### src/rtl/urv_imem_bridge.sv
// Instruction-fetch buffer with a Wishbone B4 pipelined read master behind it.
// Define URV_IMEM_LINE_BUF_EN to replace the single-word entry with one 4-word line.
module urv_imem_bridge #(
    parameter logic [31:0] g_err_insn = 32'h00000000
) (
    input  logic        clk_i,
    input  logic        rst_i,
    input  logic [31:0] im_addr_i,
    output logic [31:0] im_data_o,
    output logic        im_valid_o,
    input  logic        flush_i,
    output logic        bus_err_o,
    output logic        wb_cyc_o,
    output logic        wb_stb_o,
    output logic [31:0] wb_adr_o,
    input  logic [31:0] wb_dat_i,
    input  logic        wb_ack_i,
    input  logic        wb_err_i,
    input  logic        wb_stall_i
);

    typedef enum logic [1:0] {IDLE, REQ, WAIT} state_t;

    state_t      state;
    logic        discard;
    logic        term;
    logic        accept;
    logic        bypass;
    logic        hit;
    logic        last_issue;
    logic        last_beat;
    logic [31:0] beat;
    logic [31:0] hit_data;
    logic [29:0] fetch_word;
    logic [29:0] beat_word;
    logic        unused_addr_bits;

    assign fetch_word       = im_addr_i[31:2];
    assign unused_addr_bits = ^im_addr_i[1:0];

    // A flush in the completion cycle poisons that beat as well as later ones.
    assign term   = wb_cyc_o & (wb_ack_i | wb_err_i);
    assign accept = term & ~discard & ~flush_i;
    assign beat   = wb_err_i ? g_err_insn : wb_dat_i;
    assign bypass = accept & (beat_word == fetch_word);

`ifdef URV_IMEM_LINE_BUF_EN
    logic [27:0] tag;
    logic [3:0]  valid;
    logic [31:0] data [4];
    logic [2:0]  issue_cnt;
    logic [2:0]  ack_cnt;

    assign hit        = valid[fetch_word[1:0]] & (tag == fetch_word[29:2]);
    assign hit_data   = data[fetch_word[1:0]];
    assign beat_word  = {tag, ack_cnt[1:0]};
    assign last_issue = (issue_cnt == 3'd3);
    assign last_beat  = (ack_cnt == 3'd3);

    always_ff @(posedge clk_i) begin
        if (accept)
            data[ack_cnt[1:0]] <= beat;
    end
`else
    logic [29:0] tag;
    logic        valid;
    logic [31:0] data;

    assign hit        = valid & (tag == fetch_word);
    assign hit_data   = data;
    assign beat_word  = wb_adr_o[31:2];
    assign last_issue = 1'b1;
    assign last_beat  = 1'b1;

    always_ff @(posedge clk_i) begin
        if (accept)
            data <= beat;
    end
`endif

    always_ff @(posedge clk_i) begin
        if (rst_i) begin
            state      <= IDLE;
            wb_cyc_o   <= 1'b0;
            wb_stb_o   <= 1'b0;
            wb_adr_o   <= '0;
            im_valid_o <= 1'b0;
            im_data_o  <= '0;
            bus_err_o  <= 1'b0;
            discard    <= 1'b0;
            valid      <= '0;
            tag        <= '0;
`ifdef URV_IMEM_LINE_BUF_EN
            issue_cnt  <= '0;
            ack_cnt    <= '0;
`endif
        end else begin
            bus_err_o <= wb_cyc_o & wb_err_i;

            if (flush_i) begin
                im_valid_o <= 1'b0;
            end else if (bypass) begin
                im_valid_o <= 1'b1;
                im_data_o  <= beat;
            end else if (hit) begin
                im_valid_o <= 1'b1;
                im_data_o  <= hit_data;
            end else begin
                im_valid_o <= 1'b0;
            end

`ifdef URV_IMEM_LINE_BUF_EN
            if (accept)
                valid[ack_cnt[1:0]] <= 1'b1;
            if (term)
                ack_cnt <= ack_cnt + 3'd1;
`else
            if (accept) begin
                valid <= 1'b1;
                tag   <= beat_word;
            end
`endif

            case (state)
                IDLE: begin
                    if (!hit && !flush_i) begin
                        state    <= REQ;
                        wb_cyc_o <= 1'b1;
                        wb_stb_o <= 1'b1;
                        discard  <= 1'b0;
`ifdef URV_IMEM_LINE_BUF_EN
                        wb_adr_o  <= {fetch_word[29:2], 4'b0000};
                        tag       <= fetch_word[29:2];
                        valid     <= '0;
                        issue_cnt <= '0;
                        ack_cnt   <= '0;
`else
                        wb_adr_o  <= {fetch_word, 2'b00};
`endif
                    end
                end
                REQ: begin
                    if (!wb_stall_i) begin
`ifdef URV_IMEM_LINE_BUF_EN
                        issue_cnt <= issue_cnt + 3'd1;
                        if (!last_issue)
                            wb_adr_o <= wb_adr_o + 32'd4;
`endif
                        if (last_issue) begin
                            wb_stb_o <= 1'b0;
                            state    <= WAIT;
                        end
                    end
                end
                WAIT: begin
                    if (term && last_beat) begin
                        wb_cyc_o <= 1'b0;
                        state    <= IDLE;
                    end
                end
                default: state <= IDLE;
            endcase

            if (flush_i) begin
                discard <= 1'b1;
                valid   <= '0;
            end
        end
    end

endmodule

### config.mk
export PLATFORM = sky130hd
export DESIGN_NAME = urv_imem_bridge
export DESIGN_NICKNAME = d
export VERILOG_FILES = /design/src/rtl/urv_imem_bridge.sv
export SDC_FILE = /design/constraint.sdc
export NUM_CORES = 1
export LEC_CHECK = 0
export BUFFER_PORTS_ARGS = -buffer_cell sky130_fd_sc_hd__buf_4
export CAP_MARGIN = 20
export CORE_MARGIN = 3
export CORE_UTILIZATION = 54
export DETAILED_ROUTE_END_ITERATION = 6
export PLACE_DENSITY_LB_ADDON = 0.2
export SLEW_MARGIN = 0
export SYNTH_ARGS = -nofsm -noshare
export SYNTH_HDL_FRONTEND = slang
export SYNTH_SLANG_ARGS = --single-unit
### constraint.sdc
create_clock -name clk_i -period 3.1 [get_ports clk_i]
set_clock_uncertainty 0.2 [all_clocks]
set_input_delay 0.465 -clock clk_i [delete_from_list [all_inputs] [get_ports clk_i]]
set_output_delay 0.465 -clock clk_i [all_outputs]
set_load 0.01 [all_outputs]
======== Word level (Yosys, flattened, before mapping) ========
Cells that the tools add are included.
word-level totals
  register bits ........................... 132
  bits in latches ......................... 0
  RAM bits ................................ 0
  ROM bits ................................ 0
  input port bits ......................... 70
  logic and storage cells ................. 60
  memories ................................ 0
operators by class
  add/subtract/negate cells ............... 0
  multipliers ............................. 0
  divide/modulo/power cells ............... 0
  magnitude comparators ................... 0
  eq/ne operators ......................... 7
  shift-type cells ........................ 0
  multiplexer cells ....................... 17
  bitwise operators ....................... 9
  reductions and logical operators ........ 16
operator list
  cell                  count
  $mux W32              3
  $eq A30 B30 Y1        2
  $reduce_bool A2 Y1    5
  $reduce_and A3 Y1     3
  $mux W1               8
  $and A1 B1 Y1         6
  $mux W2               3
  $ne A2 B2 Y1 const B  3
  $pmux W2 S3           1
  $reduce_and A2 Y1     3
  $pmux W1 S2           2
  $eq A2 B1 Y1 const B  1
  $eq A2 B2 Y1 const B  1
  $logic_not A1 Y1      2
  $logic_not A2 Y1      1
  $not A1 Y1            2
  $reduce_or A2 Y1      1
  $logic_and A1 B1 Y1   1
  $or A1 B1 Y1          1

======== Depth between registers and ports, before layout ========
Gate-level depths: netlist of run 1.
  depth after elaboration ................. 7
  gate-level depth with buffers ........... 9

======== Worst setup path after synthesis of run 1 ========
OpenSTA, ideal clock, no wires.
  kind .................................... input to register
  start point ............................. input port wb_ack_i
  end point ............................... register data[0] (enable)
  library setup time ...................... 409 ps
  data arrival time ....................... 2176 ps
  data required time ...................... 2491 ps
  setup slack ............................. 315 ps
  cell stages on the path ................. 5
  buffers on the path ..................... 2
  cells stage by stage .................... o21ai_1 -> or3_1 -> buf_2 -> inv_1 -> clkbuf_1
between the ends
  longest elaborated chain between the ends .. 4
ends and longest elaborated chain
  what                        RTL line  text
  start, declared             17        input logic wb_ack_i,
  $or A1 B1 Y1                42        assign term = wb_cyc_o & (wb_ack_i | wb_err_i);
  $and A1 B1 Y1               42
  $and A1 B1 Y1 (2 in a row)  43        assign accept = term & ~discard & ~flush_i;
  via accept                  27        logic accept;
  end signal, assigned        77        data <= beat;
  end, declared               67        logic [31:0] data;
The timed path passes the listed nets, and every way through them passes these cells.
A chain may end at the register's enable or synchronous reset.

======== Final worst setup path of run 1 ========
  start point ............................. register wb_cyc_o
  end point ............................... register im_data_o[6]
between the ends
  longest elaborated chain between the ends .. 6
  elaborated cells between the ends (all ways) .. 7
ends and longest elaborated chain
  what                                 RTL line  text
  start, declared                      13        output logic wb_cyc_o,
  start signal, assigned               84        wb_cyc_o <= 1'b0;
  start signal, assigned               128       wb_cyc_o <= 1'b1;
  start signal, assigned               157       wb_cyc_o <= 1'b0;
  $and A1 B1 Y1 *                      42
  $and A1 B1 Y1 * (2 in a row)         43
  $and A1 B1 Y1 *                      45        assign bypass = accept & (beat_word == fetch_word);
  $reduce_bool A2 Y1 (no source line)  --
  $reduce_and A2 Y1 (no source line)   --
  end signal, assigned                 104       im_data_o <= beat;
  end signal, assigned                 107       im_data_o <= hit_data;
  end, declared                        9         output logic [31:0] im_data_o,
Mark *: on every way between the ends. The rest lies on a longest branch, timed or not.

==> run_results.csv, run 1 <==
group,metric,value,unit
yosys,ys.flop_type,"dfxtp_1",
yosys,synth_cell_types,34,
clock_tree,cts_post_setup_buffers_inserted,0,
setup_path,cp_max_fo,16,
setup_path,crit_path_cell_trace,"o21ai_1 > or3_1 > nor4_4 > buf_4 > and3_1 > buf_4 > o31ai_1 > a21oi_2",
yosys,synth_fa_ha_area_share,0,%
clock_tree,clock_latency,0.51,ns
global_route,grt_usage,24.57,%
final_layout,postLayoutCoreUtil,73.13,%
worst_hold_path,hold_path_class,"in -> reg",
yosys,muxShareOfSynthArea,5.020,%
die,start_util,56.67,%
yosys,synth_top_cell_area_share,33.47,%
setup_path,crit_top_cell,"buf_4",
setup_path,critPathTopFamily,"simple AND/OR/NAND/NOR gates",
setup_path,worstSetupPathType,"reg -> reg",
run_status,status,"completed",
clock_tree,cts-root-buf,"clkbuf_8",
final_layout,stdcell_count,871,
die,io-pin-count,138,
clock_tree,h-tree-depth,4,
final_layout,syn2layout_area_growth,29.03,%
yosys,synthTopCellsByArea,"dfxtp_1 33%, edfxtp_1 16%, xnor2_1 8.5%",
placement,port_buffers,133,
global_route,grt_pass1_wl,24.72,mm
timing,setup-violations-final,0,
yosys,synth_seq_cells,132,
setup_path,startpoint,"wb_cyc_o",
yosys,synth-edff-count,32,
setup_path,crit_buf_inv,2,
die,dieWidth,111.3,µm
routing,viasPerCell,5.532,
timing,period_share,79.04,%
timing,tns,0,ns
clock_tree,clk_pin_slew,0.06,ns
power,p_per_area,545.7,mW/mm²
clock_tree,clock-sinks,132,
timing,tightest_slew,0.7235,ns
setup_path,cp-end-kind,"flop",
yosys,synth_top_cells_by_count,"100 x dfxtp_1, 62 x nand2_1, 58 x xnor2_1, 39 x a21oi_1, 35 x nor2_1",
setup_path,ff2ff_path_depth,8,
setup_path,r2r_start,"wb_cyc_o",
global_route,grt_pass1_vias,4925,
clock_tree,cts_hold_buf,0,
yosys,synth_seq_area_share,49.53,%
setup_path,start_kind,"flop",
global_route,antenna_found_initial,0,
setup_path,critical_path.max_stage_delay,0.39,ns
routing,drt-initial-drc-count,303,
setup_path,r2r_slack,0.65,ns
die,core-area,0.01056,mm²
yosys,synth_top_family_by_area,"simple AND/OR/NAND/NOR gates",
placement,hpwl,10.10,mm
die,row_count,37,
placement,dpl.cell_count,840,
yosys,syn_area,0.005982,mm²
setup_path,r2r_end,"im_data_o[6]",
yosys,syn_inst,597,
setup_path,cp-endpoint,"im_data_o[6]",
timing,finalCriticalPeriod,2.450,ns
yosys,synth-xor-area-share,8.785,%
run,maxCapViolCount,0,
final_layout,drive_gt1_share,28.71,%
routing,drtPass1Iterations,4,
yosys,synth_compound_area_share,12.38,%
yosys,synth_warnings,0,
placement,gp_congestion,0.8462,
routing,wl_per_cell,17.27,µm
setup_path,path_depth,8,
clock_tree,cts_max_path_buffers,2,
die,die_height,111.3,µm
power,leakagePower,0.002882,µW
global_route,overflow,0,
timing,timing.fmax,408.1,MHz
setup_path,required,3.34,ns
yosys,avgSynthCellArea,10.02,µm²
yosys,postSynth.asyncResetShare,0,%
setup_path,critical_path_arrival,2.69,ns
die,dieArea,0.01238,mm²
routing,drtAntennaViolNets,0,
clock_tree,cts-buffers-inserted,17,
setup_path,slowest_stage,"dfxtp_1",
yosys,yosys.area_share.simple,20.52,%
final_layout,diodes,0,
clock_tree,cts_tree,"done",
routing,drc,0,
timing,report.final.slew_viol_count,0,
timing,rsz0062_at_grt,"no",
global_route,grt_max_degree,56,
final_layout,nNetsFinal,793,
routing,num_vias,4818,
power,ir_drop,0.0003243,V
timing,whs,0.02367,ns
routing,routed_wl,15.04,mm
timing,relSlewSlack,51.58,%
timing,finalHoldViolCount,0,
clock_tree,cts_resized,0,
yosys,synth.largest_area_cell,"dfxtp_1",
yosys,yosysMostFrequentCell,"dfxtp_1",
[layout make-up]
cell class | count | area, µm²
multi-input cells | 419 | 2834
clock inverters | 4 | 70.07
fillers | 754 | 2836
flip-flops and latches | 132 | 2963
well taps | 136 | 170.2
inverters | 2 | 7.507
repair buffers | 151 | 1171
clock buffers | 27 | 503.0
[tightest hold or removal path, cell delays in order]
cell and delay (ns):
buf_4 0.10, mux2i_1 0.06, nor2_1 0.07
[worst min path at each step]
stage                       start  slack [ns]      endpoint  cells after the start
floorplan                   valid        0.24         valid                      1
global placement          discard        0.25       discard                      2
detailed placement        tag[10]        0.26       tag[10]                      2
CTS                 im_addr_i[29]        0.01  wb_adr_o[29]                      3
global route        im_addr_i[15]        0.02  wb_adr_o[15]                      3
finish              im_addr_i[29]        0.02  wb_adr_o[29]                      3
[sequential cells by signal, summed over array words and instances, names as in the netlist]
name and count:
tag 30, data 32, im_valid_o 1, bus_err_o 1, wb_cyc_o 1, valid 1
wb_adr_o 30, state 2, im_data_o 32, discard 1, wb_stb_o 1
[metrics by stage]
| stage | instance area (µm²) | setup WS (ns) | total power (µW) |
|---|---|---|---|
| after detailed placement | 7146 | 0.4998 | 2311 |
| after global routing | 7719 | 0.4812 | 4355 |
| after global placement | 7146 | 0.5216 | 2300 |
| after CTS | 7719 | 0.6507 | 4229 |
| final | 7719 | 0.6497 | 4212 |
| after floorplan | 5986 | 0.3155 | 2114 |
[power breakdown]
part	internal [µW]	switching, µW
clock network	1250	682
registers	1820	47.7
logic	213	201
[cell families after synthesis]
family                 Yosys count
AND/OR/NAND/NOR                220
flip-flops                     132
AO/OA/AOI/OAI                  107
XOR/XNOR                        60
buffers and inverters           47
multiplexers                    30
other                            1
[layer usage]
metal  GRT usage, %  up-vias  share of wire, %
li1               -     2332                 -
met1          30.17     2300                42
met2          42.70      164                50
met3          5.895       22               6.2
met4          7.461        0               1.4
met5              0        -                 0
[placed cells by master, fill, tap and decap left out, types with 3 or more instances in the layout]
cell type    n
buf_4      148
dfxtp_1    100
nand2_1     62
xnor2_1     58
a21oi_1     39
nor2_1      34
nor2b_1     33
o31ai_1     33
nand2b_1    32
nand4b_1    32
edfxtp_1    32
mux2i_1     30
a21oi_2     28
clkbuf_16   17
nand4_1     14
clkbuf_1     6
clkbuf_8     4
buf_12       3
Power figures use the tool's default switching activity.
==> inputs of run 2 (changes only) <==
--- a/config.mk
+++ b/config.mk
@@ -5,10 +5,11 @@
 export SDC_FILE = /design/constraint.sdc
 export NUM_CORES = 1
 export LEC_CHECK = 0
+export ABC_AREA = 1
 export BUFFER_PORTS_ARGS = -buffer_cell sky130_fd_sc_hd__buf_4
 export CAP_MARGIN = 20
 export CORE_MARGIN = 3
-export CORE_UTILIZATION = 54
+export CORE_UTILIZATION = 55
 export DETAILED_ROUTE_END_ITERATION = 6
 export PLACE_DENSITY_LB_ADDON = 0.2
 export SLEW_MARGIN = 0
==> constraint.sdc (replaced) <==
create_clock -name clk_i -period 2.5 [get_ports clk_i]
set_clock_uncertainty 0.2 [all_clocks]
set_input_delay 0.375 -clock clk_i [delete_from_list [all_inputs] [get_ports clk_i]]
set_output_delay 0.375 -clock clk_i [all_outputs]
set_load 0.01 [all_outputs]
==> run 2 against run 1 <==
Effect of this change:
- utilization fell by 0.41 points
- routed wire length rose by 18%
- non-clock buffer count rose by 8
- sequential power rose by 26%
- hold slack improved by 0.025 ns
- critical path type is now in -> reg
- largest cell class unchanged
==> run_results.csv, run 2 <==
group,metric,value,unit
placement,gp_congestion,1.011,
clock_tree,cts-root-buf,"clkbuf_16",
yosys,yosysMostFrequentCell,"nand2_1",
die,dieWidth,116.5,µm
run,maxCapViolCount,0,
placement,place_area,0.007834,mm²
final_layout,diodes,0,
run_status,status,"completed",
yosys,synth_top_cells_by_count,"335 x nand2_1, 153 x inv_1, 146 x nor2_1, 100 x dfxtp_1, 73 x nand3_1",
global_route,grt_pass1_wl,27.80,mm
power,leakagePower,0.004295,µW
setup_path,worstSetupPathType,"in -> reg",
timing,finalCriticalPeriod,2.404,ns
die,dieArea,0.01357,mm²
die,die_height,116.5,µm
yosys,avgSynthCellArea,6.564,µm²
yosys,postSynth.asyncResetShare,0,%
worst_hold_path,hold_path_class,"in -> reg",
clock_tree,clock-sinks,132,
yosys,ys.flop_type,"dfxtp_1",
final_layout,multi_input_area,0.002945,mm²
final_layout,drive_gt1_share,16.91,%
setup_path,r2r_start,"wb_adr_o[14]",
setup_path,cp_max_fo,10,
die,row_count,39,
setup_path,startpoint,"im_addr_i[16]",
clock_tree,cts-buffers-inserted,17,
clock_tree,clk_pin_slew,0.05,ns
timing,timing.fmax,416.0,MHz
global_route,grt_usage,26.40,%
routing,routed_wl,17.69,mm
timing,whs,0.04869,ns
setup_path,cp-end-kind,"flop",
placement,hpwl,12.45,mm
final_layout,top_regs,"data (32), im_data_o (32)",
yosys,synth.largest_area_cell,"dfxtp_1",
routing,num_vias,6528,
routing,wl_per_cell,13.46,µm
timing,period_share,96.16,%
final_layout,finalInstanceArea,0.008481,mm²
routing,viasPerCell,4.968,
timing,relSlewSlack,65.73,%
timing,setup-violations-final,0,
final_layout,seq_area,0.002963,mm²
clock_tree,cts_max_path_buffers,2,
die,start_util,57.58,%
yosys,synth_top_cell_area_share,29.81,%
setup_path,start_kind,"primary input",
yosys,synth_seq_cells,132,
yosys,synth-edff-count,32,
routing,drtPass1Iterations,5,
worst_hold_path,min-delay-start,"wb_stall_i",
routing,drtAntennaViolNets,0,
clock_tree,clock_latency,0.42,ns
yosys,syn_inst,1023,
timing,finalHoldViolCount,0,
clock_tree,h-tree-depth,4,
power,p_per_area,634.9,mW/mm²
routing,drc,0,
final_layout,mostFrequentLayoutCells,"335 x nand2_1, 152 x inv_1, 150 x buf_4",
global_route,grt_pass1_vias,5691,
setup_path,required,2.59,ns
power,ir_drop,0.0004624,V
global_route,overflow,0,
final_layout,fillerInstances,1000,
final_layout,syn2layout_area_growth,26.29,%
timing,report.final.slew_viol_count,0,
yosys,synth_cell_types,25,
die,io-pin-count,138,
yosys,syn_area,0.006715,mm²
yosys,synth_warnings,0,
timing,tightest_slew,0.5140,ns
yosys,synthTopCellsByArea,"dfxtp_1 30%, nand2_1 19%, edfxtp_1 14%",
placement,port_buffers,133,
die,core-area,0.01166,mm²
final_layout,nNetsFinal,1228,
clock_tree,cts_tree,"done",
routing,drt-initial-drc-count,499,
final_layout,layout_commonest_cell,"nand2_1",
global_route,grt_max_degree,51,
setup_path,critical_path_arrival,2.50,ns
global_route,antenna_found_initial,0,
yosys,synth_seq_area_share,44.12,%
-- run 2: per-stage QoR --
| stage | total power [µW] | instances | setup slack, ns | TNS, ns | utilization, % |
|---|---|---|---|---|---|
| CTS | 5406 | 1313 | 0.09762 | 0 | 72.46 |
| floorplan | 2769 | 1024 | 0.3024 | 0 | - |
| global placement | 3055 | 1275 | 0.2559 | 0 | 67.17 |
| global route | 5590 | 1314 | -0.01352 | -0.03479 | 72.72 |
| detailed placement | 3068 | 1275 | 0.2383 | 0 | 67.17 |
| finish | 5384 | 1314 | 0.09588 | 0 | 72.72 |
-- run 2: routing by layer --
metal / GRT usage, % / up-vias / wire length, µm
met1: 35.69 / 2883 / 7865
met4: 9.513 / 0 / 338
met5: 0 / - / 0
met2: 42.14 / 235 / 8243
met3: 5.285 / 33 / 1238
li1: - / 3377 / -
-- run 2: critical path: stages --
cell and delay [ns]:
dlygate4sd3_1 0.54, buf_4 0.16, xnor2_2 0.21, nand2_1 0.08, nor2_1 0.09, nand2_1 0.06
nor2_1 0.19, nand2_1 0.16, nand4_1 0.28, buf_4 0.24, o21ai_0 0.09
-- run 2: what timing repair did --
action                                 4_1_cts  5_1_grt
hold buffers                                 6        0
buffers inserted                             0        1
endpoints found under the hold margin        7        0
resized for setup                            0        4
setup endpoints to repair                    0       56
-- run 2: kinds of logic after synthesis --
group / Yosys count / synth area share (%)
other cells: 1 / 0.05584
buf+inv: 206 / 12.30
flops: 132 / 44.12
xor+xnor: 18 / 2.348
compound gates: 92 / 6.894
simple gates: 574 / 34.28
-- run 2: report_power, final --
| part | total [µW] | switching, µW | internal [µW] |
|---|---|---|---|
| Clock | 2340 | 868 | 1470 |
| Sequential | 2350 | 71.1 | 2280 |
| Combinational | 693 | 407 | 286 |
-- run 2: worst paths after layout --
path,endpoint,slack (ns),cells after the start
max,wb_adr_o[25],0.1,11
max reg2reg,im_data_o[9],0.35,12
min reg2reg,tag[12],0.27,2
min,state[0],0.05,3
-- run 2: cell type report --
type | count | share of cell area, %
sequential | 132 | 34.94
multi-input combinational | 686 | 34.73
timing repair buffer | 159 | 14.49
inverter | 162 | 7.170
clock buffer | 28 | 5.975
tap | 143 | 2.110
clock inverter | 4 | 0.5901
==> inputs of run 3 (changes only) <==
--- a/config.mk
+++ b/config.mk
@@ -6,8 +6,8 @@
 export NUM_CORES = 1
 export LEC_CHECK = 0
 export ABC_AREA = 1
-export BUFFER_PORTS_ARGS = -buffer_cell sky130_fd_sc_hd__buf_4
-export CAP_MARGIN = 20
+export BUFFER_PORTS_ARGS = -buffer_cell sky130_fd_sc_hd__buf_2
+export CAP_MARGIN = 0
 export CORE_MARGIN = 3
 export CORE_UTILIZATION = 55
 export DETAILED_ROUTE_END_ITERATION = 6
==> constraint.sdc (replaced) <==
create_clock -name clk_i -period 2.5 [get_ports clk_i]
set_clock_uncertainty 0.2 [all_clocks]
set_input_delay 0.375 -clock clk_i [delete_from_list [all_inputs] [get_ports clk_i]]
set_output_delay 0.375 -clock clk_i [all_outputs]
set_load 0.02 [all_outputs]
==> run 3 against run 2 <==
Effect of this change:
- first-iteration DRC count increased by 21%
- combinational power decreased by 4.8%
- die area unchanged
- utilization decreased by 3.8 points
- routed wire length decreased by 2.9%
- via count decreased by 2.0%
- clock power decreased by 4%
- cell count decreased by 0.61%
- setup slack improved by 0.18 ns
- flip-flop and latch count unchanged
- global-route usage decreased by 0.62 points
- fmax increased by 8.1%
- critical endpoint is now im_data_o[19]
- largest cell class unchanged
==> run_results.csv, run 3 (synthesized netlist as in run 2, its figures left out) <==
group,metric,value,unit
run_status,status,"completed",
timing,tns,0,ns
final_layout,drive_gt1_share,16.51,%
setup_path,required,2.60,ns
final_layout,top_regs,"data (32), im_data_o (32)",
timing,report.final.slew_viol_count,0,
power,switching_power,1354,µW
worst_hold_path,hold_path_depth,3,
routing,drtAntennaViolNets,0,
timing,finalHoldViolCount,0,
power,swShare,25.77,%
run,maxCapViolCount,0,
routing,drc,0,
final_layout,diodes,0,
global_route,grt_usage,25.77,%
routing,num_vias,6395,
placement,hpwl,12.32,mm
final_layout,nNetsFinal,1220,
die,dieWidth,116.5,µm
setup_path,r2r_start,"wb_adr_o[14]",
die,dieArea,0.01357,mm²
timing,period_share,88.93,%
global_route,grt_pass1_vias,5791,
power,ir_drop,0.0004474,V
power,p_per_area,653.4,mW/mm²
final_layout,finalInstanceArea,0.008041,mm²
timing,relSlewSlack,63.50,%
final_layout,layout_commonest_cell,"nand2_1",
die,core-area,0.01166,mm²
routing,viasPerCell,4.897,
setup_path,ff2ff_path_depth,10,
placement,dpl.cell_count,1273,
power,leakagePower,0.004186,µW
global_route,overflow,0,
power,power.share.clock,42.7,%
die,start_util,57.58,%
placement,port_buffers,133,
power,finalPower,5254,µW
setup_path,cp-endpoint,"im_data_o[19]",
timing,rsz0062_at_grt,"no",
routing,wl_per_cell,13.15,µm
die,die_height,116.5,µm
routing,drt-initial-drc-count,606,
placement,gp_congestion,0.9887,
timing,tightest_slew,0.5475,ns
timing,setup-violations-final,0,
setup_path,critical_path_arrival,2.33,ns
routing,drtPass1Iterations,5,
final_layout,multi_input_area,0.002933,mm²
final_layout,syn2layout_area_growth,19.75,%
timing,layout_setup_ws,0.2767,ns
final_layout,mostFrequentLayoutCells,"335 x nand2_1, 152 x inv_1, 145 x nor2_1",
setup_path,startpoint,"flush_i",
setup_path,r2r_slack,0.39,ns
power,p_seq_share,44.7,%
worst_hold_path,hold_path_class,"in -> reg",
die,row_count,39,
power,intPower,3900,µW
clock_tree,clock-sinks,132,
setup_path,worstSetupPathType,"in -> reg",
clock_tree,cts-root-buf,"clkbuf_16",
setup_path,start_kind,"primary input",
final_layout,seq_area,0.002963,mm²
final_layout,fillerInstances,1093,
power,combPwrFrac,12.6,%
placement,place_area,0.007498,mm²
routing,routed_wl,17.17,mm
clock_tree,clock_latency,0.42,ns
clock_tree,cts_tree,"done",
die,io-pin-count,138,
setup_path,cp-end-kind,"flop",
global_route,grt_pass1_wl,27.37,mm
clock_tree,clk_pin_slew,0.05,ns
clock_tree,cts-buffers-inserted,17,
clock_tree,h-tree-depth,4,
timing,timing.fmax,449.8,MHz
placement,pre_cts_slack,0.2282,ns
clock_tree,cts_max_path_buffers,2,
global_route,antenna_found_initial,0,
setup_path,r2r_end,"im_data_o[19]",
setup_path,cp_max_fo,32,
global_route,grt_max_degree,55,
timing,finalCriticalPeriod,2.223,ns
final_layout,stdcell_count,1306,
run 3: cell count changes in the layout (fill, tap and decap cells not counted), moves of 2 or more:
cell	previous run	this run
buf_2	0	133
buf_4	150	14
clkbuf_1	7	9
clkbuf_8	4	1
clkinv_2	1	3
clkinvlp_4	2	0
dlygate4sd3_1	6	1
xnor2_1	16	18
xnor2_2	2	0
run 3: repair_timing:
action,in CTS,in global routing
buffers inserted,0,0
setup endpoints to repair,0,32
hold buffers,1,0
hold endpoints to repair,1,0
gates resized for setup,0,2
run 3: layout make-up:
cell class	count	share of cell area (%)
Sequential cell	132	36.84
Multi-Input combinational cell	686	36.47
Timing Repair Buffer	151	10.35
Inverter	162	7.562
Clock buffer	27	5.881
Tap cell	143	2.225
Clock inverter	5	0.6691
run 3: per-layer routing:
metal / track usage (%) / vias to the layer above / part of all wire (%)
met5: 0 / - / 0
met4: 10.67 / 0 / 2.0
met3: 4.663 / 31 / 6.0
met2: 41.15 / 214 / 47
met1: 34.57 / 2790 / 45
li1: - / 3360 / -
run 3: how the worst min path moves through the flow:
stage	startpoint	endpoint	slack (ns)
floorplan	tag[11]	tag[11]	0.24
global placement	tag[20]	tag[20]	0.25
detailed placement	tag[7]	tag[7]	0.26
CTS	im_addr_i[16]	wb_adr_o[16]	0.004
global route	im_addr_i[12]	wb_adr_o[12]	0.03
finish	im_addr_i[16]	wb_adr_o[16]	0.02
run 3: power by group through the flow:
stage	combinational, µW	clock [µW]	sequential (µW)
2_1_floorplan	369	0	2430
3_3_place_gp	646	0	2390
3_5_place_dp	653	0	2390
4_1_cts	659	2270	2350
5_1_grt	743	2360	2360
6_report	660	2240	2350
run 3: worst max-delay path, cell delays in order:
cell           delay [ns]
dlygate4sd3_1        0.56
buf_2                0.15
nor2_2               0.11
nand2_2              0.09
buf_4                0.19
nor2_1               0.12
nand2_1              0.06
nor2_1               0.08
nand2_1              0.05
nand2_1              0.08
nand2_1              0.07
buf_6                0.19
nor2_1               0.13
nor2_1               0.05
run 3: stage by stage:
step	utilization (%)	hold slack [ns]
after floorplan	-	0.2437
after global placement	64.30	0.2533
after detailed placement	64.30	0.2598
after CTS	68.90	0.004345
after global routing	68.95	0.03186
final	68.95	0.01616
